File: src/rtl/tt_sweep_collector_if.sv
// Control/result bundle between a sweep requester and tt_sweep_collector.
//   master : drives start/expected_tt, observes busy/done/tt/match
//   slave  : the collector itself
// Optional macro TT_POPCOUNT_EN adds ones_count (count of 1s in tt).
interface tt_sweep_collector_if #(
   parameter int NIN = 7
);
   localparam int TTW = 1 << NIN;

   logic           start;
   logic [TTW-1:0] expected_tt;
   logic           busy;
   logic           done;
   logic [TTW-1:0] tt;
   logic           match;
`ifdef TT_POPCOUNT_EN
   logic [NIN:0]   ones_count;

   modport master (output start, expected_tt,
                   input  busy, done, tt, match, ones_count);
   modport slave  (input  start, expected_tt,
                   output busy, done, tt, match, ones_count);
`else
   modport master (output start, expected_tt,
                   input  busy, done, tt, match);
   modport slave  (input  start, expected_tt,
                   output busy, done, tt, match);
`endif
endinterface

File: src/rtl/tt_sweep_collector.sv
// Truth-table sweep collector: drives every pattern x = 0..2^NIN-1 into a
// combinational function-under-test, samples its output after LAT cycles,
// assembles the truth table (bit i = f(x=i)) and compares it against an
// expected table latched at start.
//
// Ports:
//   i_clk   : clock, all state on rising edge
//   i_rst   : synchronous active-high reset
//   bus     : tt_sweep_collector_if.slave (start, expected_tt, busy, done,
//             tt, match [, ones_count])
//   o_x     : pattern driven to the FUT (registered)
//   i_f_in  : FUT output
// Optional macro TT_POPCOUNT_EN: enables ones_count on the bus.
//
// state | meaning
// IDLE  | waiting for start; tt/match hold last result
// SWEEP | driving x = 0..TTW-1, one pattern per cycle
// DRAIN | LAT cycles letting the delay line empty
// FIN   | one cycle; table complete, raises done and computes match
module tt_sweep_collector #(
   parameter int NIN = 7,
   parameter int LAT = 0
) (
   input  logic                  i_clk,
   input  logic                  i_rst,
   tt_sweep_collector_if.slave   bus,
   output logic [NIN-1:0]        o_x,
   input  logic                  i_f_in
);
   localparam int TTW = 1 << NIN;
   localparam logic [NIN-1:0] X_LAST   = {NIN{1'b1}};
   localparam logic [2:0]     DRAIN_LD = (LAT > 0) ? 3'(LAT - 1) : 3'd0;

   typedef enum logic [1:0] {S_IDLE, S_SWEEP, S_DRAIN, S_FIN} state_t;

   state_t         r_state;
   logic [NIN-1:0] r_x;
   logic           r_busy;
   logic           r_done;
   logic           r_match;
   logic [TTW-1:0] r_tt;
   logic [TTW-1:0] r_exp;
   logic [2:0]     r_drain_cnt;
`ifdef TT_POPCOUNT_EN
   logic [NIN:0]   r_ones;
`endif

   logic           w_push;
   logic           w_smp_vld;
   logic [NIN-1:0] w_smp_idx;

   assign w_push = (r_state == S_SWEEP);

   // Delay line carries (valid, idx) so the sample lands on the pattern that
   // produced it, LAT cycles after x was driven.
   generate
      if (LAT == 0) begin : g_nodelay
         assign w_smp_vld = w_push;
         assign w_smp_idx = r_x;
      end else begin : g_delay
         logic [LAT-1:0] r_dl_vld;
         logic [NIN-1:0] r_dl_idx [LAT];

         always_ff @(posedge i_clk) begin
            if (i_rst) begin
               r_dl_vld <= '0;
               for (int i = 0; i < LAT; i++) r_dl_idx[i] <= '0;
            end else begin
               r_dl_vld[0] <= w_push;
               r_dl_idx[0] <= r_x;
               for (int i = 1; i < LAT; i++) begin
                  r_dl_vld[i] <= r_dl_vld[i-1];
                  r_dl_idx[i] <= r_dl_idx[i-1];
               end
            end
         end

         assign w_smp_vld = r_dl_vld[LAT-1];
         assign w_smp_idx = r_dl_idx[LAT-1];
      end
   endgenerate

   always_ff @(posedge i_clk) begin
      if (i_rst) begin
         r_state     <= S_IDLE;
         r_x         <= '0;
         r_busy      <= 1'b0;
         r_done      <= 1'b0;
         r_match     <= 1'b0;
         r_tt        <= '0;
         r_exp       <= '0;
         r_drain_cnt <= '0;
`ifdef TT_POPCOUNT_EN
         r_ones      <= '0;
`endif
      end else begin
         r_done <= 1'b0;
         if (w_smp_vld) r_tt[w_smp_idx] <= i_f_in;
`ifdef TT_POPCOUNT_EN
         if (w_smp_vld && i_f_in) r_ones <= r_ones + 1'b1;
`endif
         case (r_state)
            S_IDLE: begin
               if (bus.start) begin
                  r_state <= S_SWEEP;
                  r_tt    <= '0;
                  r_match <= 1'b0;
                  r_exp   <= bus.expected_tt;
                  r_x     <= '0;
                  r_busy  <= 1'b1;
`ifdef TT_POPCOUNT_EN
                  r_ones  <= '0;
`endif
               end
            end
            S_SWEEP: begin
               // x parks on the last pattern instead of wrapping
               if (r_x == X_LAST) begin
                  if (LAT > 0) begin
                     r_state     <= S_DRAIN;
                     r_drain_cnt <= DRAIN_LD;
                  end else begin
                     r_state <= S_FIN;
                     r_busy  <= 1'b0;
                  end
               end else begin
                  r_x <= r_x + 1'b1;
               end
            end
            S_DRAIN: begin
               if (r_drain_cnt == 3'd0) begin
                  r_state <= S_FIN;
                  r_busy  <= 1'b0;
               end else begin
                  r_drain_cnt <= r_drain_cnt - 3'd1;
               end
            end
            S_FIN: begin
               r_done  <= 1'b1;
               r_match <= (r_tt == r_exp);
               r_state <= S_IDLE;
            end
            default: r_state <= S_IDLE;
         endcase
      end
   end

   assign o_x        = r_x;
   assign bus.busy   = r_busy;
   assign bus.done   = r_done;
   assign bus.tt     = r_tt;
   assign bus.match  = r_match;
`ifdef TT_POPCOUNT_EN
   assign bus.ones_count = r_ones;
`endif

endmodule

File: src/flat_wrapper.sv
// flat-port wrapper written by rule: the top's interface ports become plain ports
module tt_sweep_collector_flat 
#(
   parameter int NIN = 7,
   parameter int LAT = 0
)
  (i_clk, i_rst, o_x, i_f_in, bus_start, bus_expected_tt, bus_busy, bus_done, bus_tt, bus_match);
  tt_sweep_collector_if #(.NIN(NIN)) bus_i ();
  input  logic i_clk;
  input  logic i_rst;
  output logic [NIN-1:0] o_x;
  input  logic i_f_in;
  input wire logic [$bits(bus_i.start)-1:0] bus_start;
  input wire logic [$bits(bus_i.expected_tt)-1:0] bus_expected_tt;
  output wire logic [$bits(bus_i.busy)-1:0] bus_busy;
  output wire logic [$bits(bus_i.done)-1:0] bus_done;
  output wire logic [$bits(bus_i.tt)-1:0] bus_tt;
  output wire logic [$bits(bus_i.match)-1:0] bus_match;
  assign bus_i.start = bus_start;
  assign bus_i.expected_tt = bus_expected_tt;
  assign bus_busy = bus_i.busy;
  assign bus_done = bus_i.done;
  assign bus_tt = bus_i.tt;
  assign bus_match = bus_i.match;
  tt_sweep_collector #(.NIN(NIN), .LAT(LAT)) u_core (.i_clk(i_clk), .i_rst(i_rst), .bus(bus_i), .o_x(o_x), .i_f_in(i_f_in));
endmodule
File: config.mk
export PLATFORM = sky130hd
export DESIGN_NAME = tt_sweep_collector_flat
export DESIGN_NICKNAME = d
export VERILOG_FILES = /design/src/rtl/tt_sweep_collector_if.sv /design/src/rtl/tt_sweep_collector.sv /design/src/flat_wrapper.sv
export SDC_FILE = /design/constraint.sdc
export NUM_CORES = 1
export LEC_CHECK = 0
export CELL_PAD_IN_SITES_DETAIL_PLACEMENT = 0
export CELL_PAD_IN_SITES_GLOBAL_PLACEMENT = 1
export CORE_UTILIZATION = 41
export CTS_BUF_LIST = sky130_fd_sc_hd__clkbuf_8
export CTS_CLUSTER_SIZE = 28
export DETAILED_ROUTE_END_ITERATION = 6
export PLACE_DENSITY = 0.88
export SYNTH_ARGS = -nofsm -noshare
export SYNTH_HDL_FRONTEND = slang
export SYNTH_SLANG_ARGS = --single-unit
File: constraint.sdc
create_clock -name i_clk -period 3.2 [get_ports i_clk]
set_input_delay 0.32 -clock i_clk [delete_from_list [all_inputs] [get_ports i_clk]]
set_output_delay 0.32 -clock i_clk [all_outputs]
set_load 0.02 [all_outputs]
# == Word-level counts from Yosys, hierarchy flattened ==
# Index checks and enable logic that the tools add are counted.
# classes
magnitude_cmp,2
n_reduce_logical,12
n_mux,20
n_addsub,2
eq_ne,9
bitwise_logic,1
# ops
cell,n
128-bit two-way mux,3
128-bit bitwise mux,1
128-bit == test,1
7-bit two-way mux,2
7-bit one-hot mux with 2 select lines,1
7-bit by 8-bit less-than comparator with 1-bit output (second input constant),1
2-bit one-hot mux with 4 select lines,1
7-bit by 1-bit adder with 7-bit output (second input constant),1
1-bit demux with 7-bit select,1
7-bit == test (second input constant),1
7-bit by 1-bit >= comparator with 1-bit output (second input constant),1
1-bit two-way mux,6
2-bit two-way mux,3
2-bit inequality test (second input constant),3
2-bit AND reduction,3
3-bit AND reduction,2
2-bit == test (second input constant),2
4-bit AND reduction,1
2-bit nonzero test,2
3-bit logical NOT,1
1-bit one-hot mux with 3 select lines,1
3-bit nonzero test,1
3-bit by 1-bit subtractor with 3-bit output (second input constant),1
2-bit by 1-bit == test with 1-bit output (second input constant),1
other kinds (5),5
# word_totals
wordCells,54
input_bits,132
register_bits,271

# == Depth between registers and ports, before layout ==
# Gate-level depths: netlist (run 1).
# logic_depth
depth_word,8
depth_mapped,9
depth_no_buf,8

# == Worst setup path before layout (run 1) ==
# OpenSTA, ideal clock, no wires.
# synth_path
path_kind,register -> register
start,register u_core.r_state[1]
end,register u_core.r_tt[125] (netlist: u_core.bus.tt[125])
path_buffers,1
path_slack_ns,1.439
t_arrival_ns,1.634
stages_incl_launch_ff,10
t_required_ns,3.072
setup_time_ns,0.128
cell_sequence,dfxtp_1 -> inv_1 -> ha_1 -> buf_2 -> nand3_1 -> nor2_1 -> nand2_1 -> nor3b_1 -> mux2i_1 -> nor2_1
# synth_via
elab_chain_cells,4
word_cells_on_any_way,5
cone_classes,eq/ne: 1; mux: 3; reduce/logical: 1
# synth_rtl
element,line,text
start: declaration,tt_sweep_collector.sv:36,state_t r_state;
start signal: assignment,tt_sweep_collector.sv:85,r_state <= S_IDLE;
start signal: assignment,tt_sweep_collector.sv:105,r_state <= S_SWEEP;
start signal: assignment,tt_sweep_collector.sv:120,r_state <= S_DRAIN;
2-bit by 1-bit == test with 1-bit output,tt_sweep_collector.sv:52,assign w_push = (r_state == S_SWEEP);
128-bit two-way mux,tt_sweep_collector.sv:98,if (w_smp_vld) r_tt[w_smp_idx] <= i_f_in;
128-bit two-way mux,tt_sweep_collector.sv:104,if (bus.start) begin
128-bit two-way mux *,tt_sweep_collector.sv:102,case (r_state)
end signal: indexed assignment,tt_sweep_collector.sv:98,
end: declaration,tt_sweep_collector.sv:41,logic [TTW-1:0] r_tt;
# Every way passes the cells marked *; elsewhere a longest branch is shown, timed or not.
# A chain may end at the register's enable or synchronous reset.

# == Worst setup path after layout (run 1) ==
# layout_path
start,register u_core.r_state[0]
end,register u_core.r_match (netlist: u_core.bus.match)
# layout_via
elab_chain_cells,3
word_cells_on_any_way,6
cone_classes,eq/ne: 2; mux: 1; reduce/logical: 3
# layout_rtl
element,line,text
2-bit == test / 2-bit logical NOT (equally long branches),tt_sweep_collector.sv:102,
2-bit nonzero test (no line) / 2-bit inequality test (equally long branches),--,
2-bit AND reduction (no line),--,
end signal: assignment,tt_sweep_collector.sv:140,r_match <= (r_tt == r_exp);
end: declaration,tt_sweep_collector.sv:40,logic r_match;
# Several ways; a longest one is shown, not always the timed one.

==> results of run 1 <==
## worst max-delay path, cell delays in order (launching register included)
cell and delay, ns:
sky130_fd_sc_hd__dfxtp_1 0.41, sky130_fd_sc_hd__inv_1 0.10, sky130_fd_sc_hd__ha_1 0.29, sky130_fd_sc_hd__nand2b_1 0.21
sky130_fd_sc_hd__o2111ai_1 0.21, sky130_fd_sc_hd__a2111oi_0 0.34, sky130_fd_sc_hd__nand3_1 0.15, sky130_fd_sc_hd__nor4_1 0.47
sky130_fd_sc_hd__a2bb2o_1 0.22
## path summary, 6_finish.rpt
path                                   from                       endpoint  slack [ns]  cells after the start
max          u_core.r_state[0]$_SDFFE_PP0P_  u_core.bus.match$_SDFFE_PP0P_        0.77                      8
min                      bus_expected_tt[6]   u_core.r_exp[6]$_SDFFE_PP0P_        0.30                      3
max reg2reg  u_core.r_state[0]$_SDFFE_PP0P_  u_core.bus.match$_SDFFE_PP0P_        0.77                      8
min reg2reg   u_core.r_exp[23]$_SDFFE_PP0P_  u_core.r_exp[23]$_SDFFE_PP0P_        0.46                      2
## cell families (layout without fill, tap and decap cells)
kind of cell / count (synthesis) / count (layout) / share of synthesized area
buffers and inverters: 139 / 418 / 0.04655
DFF: 271 / 271 / 0.4640
and+or+nand+nor: 551 / 551 / 0.2138
adders and majority gates: 8 / 8 / 0.008561
xor gates and xnor gates: 95 / 95 / 0.07116
muxes: 8 / 8 / 0.006849
AOI/OAI and AO/OA: 416 / 416 / 0.1891
other: 0 / 1 / 0
## cell type report
class	instances	area share
diodes	1	0.0001595
clock buffers	60	0.05264
clock inverters	20	0.007257
inverters	40	0.009570
multi-input cells	1078	0.3667
flip-flops and latches	271	0.3458
well taps	378	0.03015
repair buffers	298	0.1877
## power breakdown
| part | switching (mW) | internal, mW |
|---|---|---|
| clock network | 1.41 | 1.75 |
| logic | 1.64 | 0.813 |
| registers | 0.310 | 3.72 |
## flip-flops by register name, summed over array words and instances, names as in the netlist
signal and cells:
u_core.bus.tt 128, u_core.r_exp 128, u_core.o_x 7, u_core.r_drain_cnt 3
u_core.r_state 2, u_core.bus.busy 1, u_core.bus.done 1, u_core.bus.match 1
## layout by cell type (no fill, tap or decap), types with 5 or more instances in the layout
cell type	count
sky130_fd_sc_hd__a21oi_1	254
sky130_fd_sc_hd__buf_4	27
sky130_fd_sc_hd__clkbuf_8	60
sky130_fd_sc_hd__clkdlybuf4s50_1	267
sky130_fd_sc_hd__dfxtp_1	271
sky130_fd_sc_hd__ha_1	8
sky130_fd_sc_hd__inv_1	53
sky130_fd_sc_hd__mux2i_1	8
sky130_fd_sc_hd__nand2_1	287
sky130_fd_sc_hd__nand2b_1	15
sky130_fd_sc_hd__nand3_1	132
sky130_fd_sc_hd__nand4_1	14
sky130_fd_sc_hd__nor2_1	36
sky130_fd_sc_hd__nor2b_1	16
sky130_fd_sc_hd__nor3_1	6
sky130_fd_sc_hd__nor4_1	21
sky130_fd_sc_hd__o21ai_0	122
sky130_fd_sc_hd__o22ai_1	10
sky130_fd_sc_hd__o2bb2ai_1	5
sky130_fd_sc_hd__xnor2_1	37
sky130_fd_sc_hd__xor2_1	58
## metal layers
| metal | up-vias | global-route usage |
|---|---|---|
| li1 | 5601 | - |
| met1 | 5745 | 0.4512 |
| met2 | 643 | 0.5187 |
| met3 | 100 | 0.06384 |
| met4 | 0 | 0.1161 |
| met5 | - | 0 |
==> results_dict.tcl, run 1 <==
set metrics [dict create \
    status "finished clean" \
    vdd_drop_max_uv 494.7 \
    vias 12090 \
    finalWorstPathRequiredPeriod_ns 2.434 \
    final_setup_violation_count 0 \
    postCtsSetupRepairBufs 0 \
    synth_area_leader_cell "sky130_fd_sc_hd__dfxtp_1" \
    cts_repair_resize_count 0 \
    synth_fp_nets 1628 \
    post-place-cells 2064 \
    maxCapViolations 0 \
    met3RoutedLength_mm 4.759 \
    die_w_um 170.9 \
    h-tree-depth 2 \
    floorplan.rows 61 \
    post-dp-hpwl_mm 36.15 \
    synthTopCellsByCount "sky130_fd_sc_hd__nand2_1, sky130_fd_sc_hd__dfxtp_1, sky130_fd_sc_hd__a21oi_1" \
    ff_latch_count_synth 271 \
    max_clock_skew_ns 0.02138 \
    cp-start-kind "flip-flop" \
    placement_setup_slack_ns 0.6597 \
    synth.cell_area_um2 11690 \
    cts_root_buffer "sky130_fd_sc_hd__clkbuf_8" \
    finish.net_count 1874 \
    global_route.overflow_total 0 \
    routedWlPerCell_um 22.91 \
    grt_antenna_before_repair 0 \
    clkSlewWorstSetupHoldPaths_ns 0.06 \
    max_clock_freq_mhz 410.9 \
    power.static_leakage_nw 5.596 \
    timing.setup.tns_ns 0 \
    cts.path.max_buffers 3 \
    dr.max_layer_used "met4" \
    rsz0062_at_grt "false" \
    drtPass1Iterations 5 \
    grt_pass1_wl_mm 70.84 \
    postSynth.asyncResetShare 0 \
    finalInstanceArea_um2 15690 \
    power_density_nw_per_um2 614.4 \
    worst_endpoint_required_time_ns 3.71 \
    synth_top_area_frac 0.4640 \
    ios 270 \
    post-layout-total-power_mw 9.640 \
    post_dp_cell_area_um2 14740 \
    fillCellCount 2644 \
    area.sequential_um2 5425 \
    netlist-cell-type-count 48 \
    final.setup.worst_slack_ns 0.7663 \
    vias_per_cell 5.633 \
    drc_errors 0 \
    drv_slew 0 \
    post_route_m1_wl_mm 20.87 \
    io_buffer_count 269 \
    hold_buffers 1 \
    yosys-top-cells-area "sky130_fd_sc_hd__dfxtp_1, sky130_fd_sc_hd__a21oi_1, sky130_fd_sc_hd__nand2_1" \
    multiInputGateArea_um2 5753 \
    synthCells 1488 \
    area_growth_syn_to_layout_pct 34.18 \
    synth-seq-area-share 0.4640 \
    grt_pass1_vias 11150 \
    synth_most_common_cell "sky130_fd_sc_hd__nand2_1" \
    drt.antenna.violating_nets 0 \
    critical_path_peak_fanout 5 \
    count_of_flip_flops_with_a_built_in_enable_after_synthesis 0 \
    drt_iter0_markers 1429 \
    timing.setup.critical_path_class "reg -> reg" \
    clkLatencyLatePin_ns 0.56 \
    worst_slew_margin_rel 0.3498 \
    drive_above_1_share 0.06112 \
    global_route.usage.total 0.3304 \
    detail_route.wirelength_mm 49.17 \
    grt_start_max_net_pins 130 \
    initial_core_util 0.4186 \
    tightestPinTransition_ns 0.9716 \
    die_area_um2 29200 \
    cts.sinks 271 \
    synth.avg_cell_area_um2 7.858 \
    ys.warnings.count 0 \
    timing.critical_path.to_type "flip-flop" \
    finalCritPeriodShare 0.7605 \
    worstPathArrival_ns 2.94 \
    met2_length_mm 22.04 \
    globalplace.congestion 1.030 \
    layout.cells.non_filler 2146 \
    tritoncts.num_buffers 45 \
    final_core_utilization 0.5616 \
    hold_slack_ns 0.2967 \
    tritoncts "built" \
    floorplan.core_area_um2 27930 \
    hold_viol 0 \
    synth_top_flop_cell "sky130_fd_sc_hd__dfxtp_1" \
    height_of_the_die_um 170.9 \
    hold_class "in -> reg" \
]
(Power assumes the default switching activity.)
==> inputs of run 2 (changes only) <==
- CORE_UTILIZATION: 41 -> 38
- PLACE_DENSITY: 0.88 -> 0.82
- clock period: 3.2 -> 2.48 ns (I/O delays scaled with it)
==> run 2 against run 1 <==
Die area rose by 7.8%; global-route usage fell by 1.6 points; core utilization fell by 3.1 points; critical path depth fell by 6; non-clock buffer count rose by 24; total power rose by 30%; largest cell class unchanged; clock power rose by 27%.
==> results_dict.tcl, run 2 (same netlist as run 1, synthesis figures left out) <==
set metrics [dict create \
    timing_startpoint_of_the_critical_path "u_core.o_x[1]$_SDFFE_PP0P_" \
    cp-endpoint "o_x[1]" \
    hold_buffers 1 \
    max_clock_skew_ns 0.01680 \
    regToRegSetupSlack_ns 0.32 \
    cts.path.max_buffers 3 \
    critical_path_peak_fanout 12 \
    status "finished clean" \
    clkSlewWorstSetupHoldPaths_ns 0.07 \
    vias 12150 \
    vias_per_cell 5.561 \
    global_route.overflow_total 0 \
    postCtsSetupRepairBufs 0 \
    floorplan.rows 63 \
    tightestPinTransition_ns 0.7907 \
    fillCellCount 2883 \
    post_dp_cell_area_um2 14980 \
    power_density_nw_per_um2 787.4 \
    maxCapViolations 0 \
    finalInstanceArea_um2 15910 \
    cts_repair_resize_count 0 \
    globalplace.congestion 1.048 \
    global_route.usage.total 0.3140 \
    seqPwrFrac 0.414 \
    switching_power_mw 4.388 \
    vdd_drop_max_uv 467.9 \
    routedWlPerCell_um 23.12 \
    floorplan.core_area_um2 29950 \
    h-tree-depth 2 \
    drtPass1Iterations 5 \
    detail_route.wirelength_mm 50.49 \
    worst_slew_margin_rel 0.4729 \
    hold_class "in -> reg" \
    die_w_um 177.4 \
    reg2reg_to "u_core.bus.match$_SDFFE_PP0P_" \
    timing.setup.critical_path_class "reg -> out" \
    drt.antenna.violating_nets 0 \
    grt_pass1_wl_mm 73.10 \
    grt_antenna_before_repair 1 \
    tritoncts "built" \
    reg2reg_depth 8 \
    final_core_utilization 0.5310 \
    cts_root_buffer "sky130_fd_sc_hd__clkbuf_8" \
    power.static_leakage_nw 5.762 \
    hold_viol 0 \
    worstPathArrival_ns 1.97 \
    io_buffer_count 269 \
    busiest_layer_in_global_routing "met2" \
    switching_share_of_power 0.3504 \
    finish.net_count 1900 \
    layout.cells.most_common_list "sky130_fd_sc_hd__nand2_1, sky130_fd_sc_hd__dfxtp_1, sky130_fd_sc_hd__clkdlybuf4s50_1" \
    grt_start_max_net_pins 129 \
    post-place-cells 2100 \
    placement_setup_slack_ns 0.2542 \
    mostFrequentLayoutCell "sky130_fd_sc_hd__nand2_1" \
    r2r_start "u_core.r_state[0]$_SDFFE_PP0P_" \
    timing.setup.tns_ns 0 \
    height_of_the_die_um 177.4 \
    hold_slack_ns 0.2149 \
    worst_endpoint_required_time_ns 2.23 \
    antennaDiodeCount 0 \
    initial_core_util 0.3904 \
    layout.cells.non_filler 2184 \
    clkLatencyLatePin_ns 0.56 \
    drv_slew 0 \
    grt_pass1_vias 11450 \
    use_met3 0.06684 \
    max_clock_freq_mhz 449.9 \
    post-dp-hpwl_mm 37.11 \
    timing.critical_path.to_type "output port" \
    area_growth_syn_to_layout_pct 36.04 \
    gr-usage-met2 0.4834 \
    tritoncts.num_buffers 47 \
    comb_power_share 0.267 \
    drive_above_1_share 0.07135 \
    drc_errors 0 \
    die_area_um2 31470 \
    final.setup.worst_slack_ns 0.2571 \
    use_met1 0.4257 \
    finalCritPeriodShare 0.8963 \
    finalWorstPathRequiredPeriod_ns 2.223 \
    rsz0062_at_grt "false" \
    cp-start-kind "flip-flop" \
    post-layout-total-power_mw 12.53 \
    ios 270 \
    power_report.internal_total_mw 8.137 \
    final_setup_violation_count 0 \
    drt_iter0_markers 1300 \
    cts.sinks 271 \
    power.clock.fraction 0.319 \
]
==> run 2: power by group through the flow <==
stage	clock network [mW]	logic (mW)	registers [mW]
floorplan	0	1.93	5.14
global placement	0	3.28	5.24
detailed placement	0	3.28	5.26
CTS	4.04	3.30	5.17
global route	4.27	3.59	5.22
finish	4.00	3.34	5.19
==> run 2: critical path: stages, from the launching register on <==
cell,delay [ns]
sky130_fd_sc_hd__dfxtp_1,0.57
sky130_fd_sc_hd__buf_4,0.24
sky130_fd_sc_hd__clkdlybuf4s50_1,0.61
==> run 2: worst min path at each step <==
| stage | start | end | slack (ns) | cells after the start |
|---|---|---|---|---|
| floorplan | i_rst | u_core.bus.done$_SDFF_PP0_ | 0.33 | 1 |
| global placement | u_core.r_exp[115]$_SDFFE_PP0P_ | u_core.r_exp[115]$_SDFFE_PP0P_ | 0.44 | 2 |
| detailed placement | u_core.r_exp[85]$_SDFFE_PP0P_ | u_core.r_exp[85]$_SDFFE_PP0P_ | 0.45 | 2 |
| CTS | i_f_in | u_core.bus.tt[38]$_SDFF_PP0_ | 0.18 | 3 |
| global route | i_f_in | u_core.bus.tt[55]$_SDFF_PP0_ | 0.20 | 3 |
| finish | i_f_in | u_core.bus.tt[54]$_SDFF_PP0_ | 0.21 | 3 |
==> run 2: layout make-up <==
cell class / instances / area, um^2 / area share
clock buffer: 57 / 784.5 / 0.04932
clock inverter: 26 / 130.1 / 0.008181
inverter: 40 / 150.1 / 0.009439
multi-input combinational: 1078 / 5741 / 0.3609
sequential: 271 / 5425 / 0.3411
tap: 390 / 488.0 / 0.03068
timing repair buffer: 322 / 3188 / 0.2004
==> run 2: routing by layer <==
layer,share of wire,wire length [um],up-vias
li1,-,-,5639
met1,0.43,21690,5760
met2,0.44,22070,630
met3,0.094,4749,114
met4,0.039,1960,2
met5,0.00032,16,-
==> edit, RTL diff (settings of run 2) <==
`LAT` is set to 0 in 2 places; all go to 1.
--- a/src/rtl/tt_sweep_collector.sv
+++ b/src/rtl/tt_sweep_collector.sv
@@ -19,7 +19,7 @@
 // FIN   | one cycle; table complete, raises done and computes match
 module tt_sweep_collector #(
    parameter int NIN = 7,
-   parameter int LAT = 0
+   parameter int LAT = 1
 ) (
    input  logic                  i_clk,
    input  logic                  i_rst,
--- a/src/flat_wrapper.sv
+++ b/src/flat_wrapper.sv
@@ -2,7 +2,7 @@
 module tt_sweep_collector_flat 
 #(
    parameter int NIN = 7,
-   parameter int LAT = 0
+   parameter int LAT = 1
 )
   (i_clk, i_rst, o_x, i_f_in, bus_start, bus_expected_tt, bus_busy, bus_done, bus_tt, bus_match);
   tt_sweep_collector_if #(.NIN(NIN)) bus_i ();
Formal check against the unedited RTL: not equivalent (Yosys sat finds a counterexample within 4 cycles, from zero or initial values and one cycle with i_rst high).
==> edit against run 2 <==
The run now ends with design-rule violations left; fmax increased by 6.6%; register-to-register slack improved by 0.11 ns; worst setup slack improved by 0.14 ns; die area increased by 2.6%; cell area increased by 2.4%; critical path depth decreased by 1; power increased by 4.5%; sequential cell count increased by 8; clock power increased by 13%; area after synthesis increased by 2.6%; wire length increased by 6.4%; sequential share of layout area increased by 0.17 points.
==> edit: results (changes against run 2) <==
status: finished, violations left
violated checks: design-rule violations
Cell variety after synth: 45 (-6.3%)
r2r worst-path depth: 6 (-2)
sequential area share after synthesis: 0.4655 (+0.001542)
Slew Limit Headroom: 0.3079 (-0.1650)
sw power: 0.004477 W (+2.0%)
DR DRC count: 19 (+19)
Pre-antenna DRT Iters: 7 (+2)
clk buf depth: 3 (unchanged)
Hold Crit Depth: 3 (unchanged)
Placed Area: 15250 µm² (+1.8%)
clock insertion delay at the later pin of the skew report: 0.58 ns (+0.02 ns)
H-tree depth: 2 (unchanged)
Tightest Hold Check Type: in -> reg
Setup Skew: 0.02746 ns (+0.01066 ns)
fin nets: 1942 (+2.2%)
drt via density: 5.593 (+0.57%)
Global Route Usage Sum: 0.3262 (+0.01221)
root buf cell: clkbuf_8
Post-DP HPWL: 39470 µm (+6.4%)
GRT met1 Usage: 0.4380 (+0.01234)
largest cells by area after synthesis: dfxtp_1 47%, a21oi_1 11%, nand2_1 8.9%
most instantiated cells after synthesis: 286 x nand2_1, 279 x dfxtp_1, 255 x a21oi_1
first-pass GRT wire length: 78690 µm (+7.6%)
I/O Buffers: 269 (unchanged)
TritonCTS Buffers: 48 (+2.1%)
Worst path slowest cell: clkdlybuf4s50_1
Max FO, Critical Path: 4 (-8)
max capacitance violation total: 0 (unchanged)
P_leak: 6.073 nW (+5.4%)
Mapped Nets: 1671 (+2.6%)
initial antenna violation count: 1 (unchanged)
reg2reg setup slack: 0.43 ns (+0.11 ns)
share of cells above drive strength 1: 0.07885 (+0.007498)
vias in the first global route: 11.89k (+3.8%)
met3 GRT Util: 0.05612 (-0.01072)
CP peak stage delay: 0.69 ns (+0.08 ns)
pin count of the biggest net entering global routing: 98 (-24%)
synth warn: 0 (unchanged)
post-CTS resize count: 0 (unchanged)
Placer Congestion: 1.033 (-1.4%)
most frequently used flop master after synthesis: dfxtp_1
routing usage on met2: 0.5197 (+0.03629)
crit path DAT: 1.84 ns (-0.13 ns)
drt total wl: 53740 µm (+6.4%)
async set or reset register ratio after synthesis: 0 (unchanged)
IR drop worst, VDD: 684.1 µV (+46%)
clock-pin slew on the worst setup and hold paths: 0.06 ns
## edit: cell count changes after synthesis, sizes merged, moves of 12 or more
cell / change
nor2: +15
xor2: +19
xnor2: -29
clkbuf: -14
buf: +12
nor2b: +24
## edit: worst paths after layout
| kind | startpoint | end |
|---|---|---|
| hold reg to reg | u_core.r_exp[31] | u_core.r_exp[31] |
| setup / recovery | u_core.bus.tt[23] | bus_tt[23] |
| setup reg to reg | u_core.r_exp[95] | u_core.bus.match |
| hold / removal | i_f_in | u_core.bus.tt[125] |
## edit: final cells by class
class / instances / area (µm²)
Tap cell: 396 / 495.5
Inverter: 49 / 183.9
Clock inverter: 24 / 187.7
Timing Repair Buffer: 318 / 3143
Multi-Input combinational cell: 1107 / 5847
Sequential cell: 279 / 5585
Clock buffer: 62 / 853.3
Fill cell: 2919 / 14530
## edit: logic make-up (layout without fill, tap and decap cells)
| group | Yosys count | count (layout) | synth area share |
|---|---|---|---|
| adder cells (fa/ha/maj) | 7 | 7 | 0.007300 |
| multiplexers | 6 | 6 | 0.005006 |
| AND/OR/NAND/NOR | 583 | 583 | 0.2239 |
| buffers and inverters | 146 | 453 | 0.04860 |
| XOR/XNOR | 85 | 85 | 0.06205 |
| flip-flops | 279 | 279 | 0.4655 |
| AO/OA/AOI/OAI | 426 | 426 | 0.1876 |
## edit: power by group through the flow
stage | logic [W] | clock network [W] | registers [W]
final | 0.00322 | 0.00451 | 0.00537
after global placement | 0.00317 | 0 | 0.00543
after global routing | 0.00346 | 0.00477 | 0.00542
after CTS | 0.00319 | 0.00455 | 0.00535
after floorplan | 0.00188 | 0 | 0.00530
after detailed placement | 0.00318 | 0 | 0.00545
## edit: layer usage
metal / wire length, µm / up-vias
li1: - / 5803
met4: 2130 / 0
met2: 24250 / 608
met1: 23090 / 5984
met3: 4273 / 105
met5: 0 / -
## edit: metrics by stage
step / hold WS [ns] / instances / util / power, W / setup slack [ns]
floorplan: 0.3840 / 1532 / - / 0.007182 / 0.8791
global placement: 0.4466 / 2149 / 0.4948 / 0.008605 / 0.4722
detailed placement: 0.4498 / 2149 / 0.4948 / 0.008626 / 0.4311
CTS: 0.1761 / 2235 / 0.5286 / 0.01310 / 0.3728
global route: 0.2022 / 2235 / 0.5286 / 0.01365 / 0.3553
finish: 0.2022 / 2235 / 0.5286 / 0.01309 / 0.3939
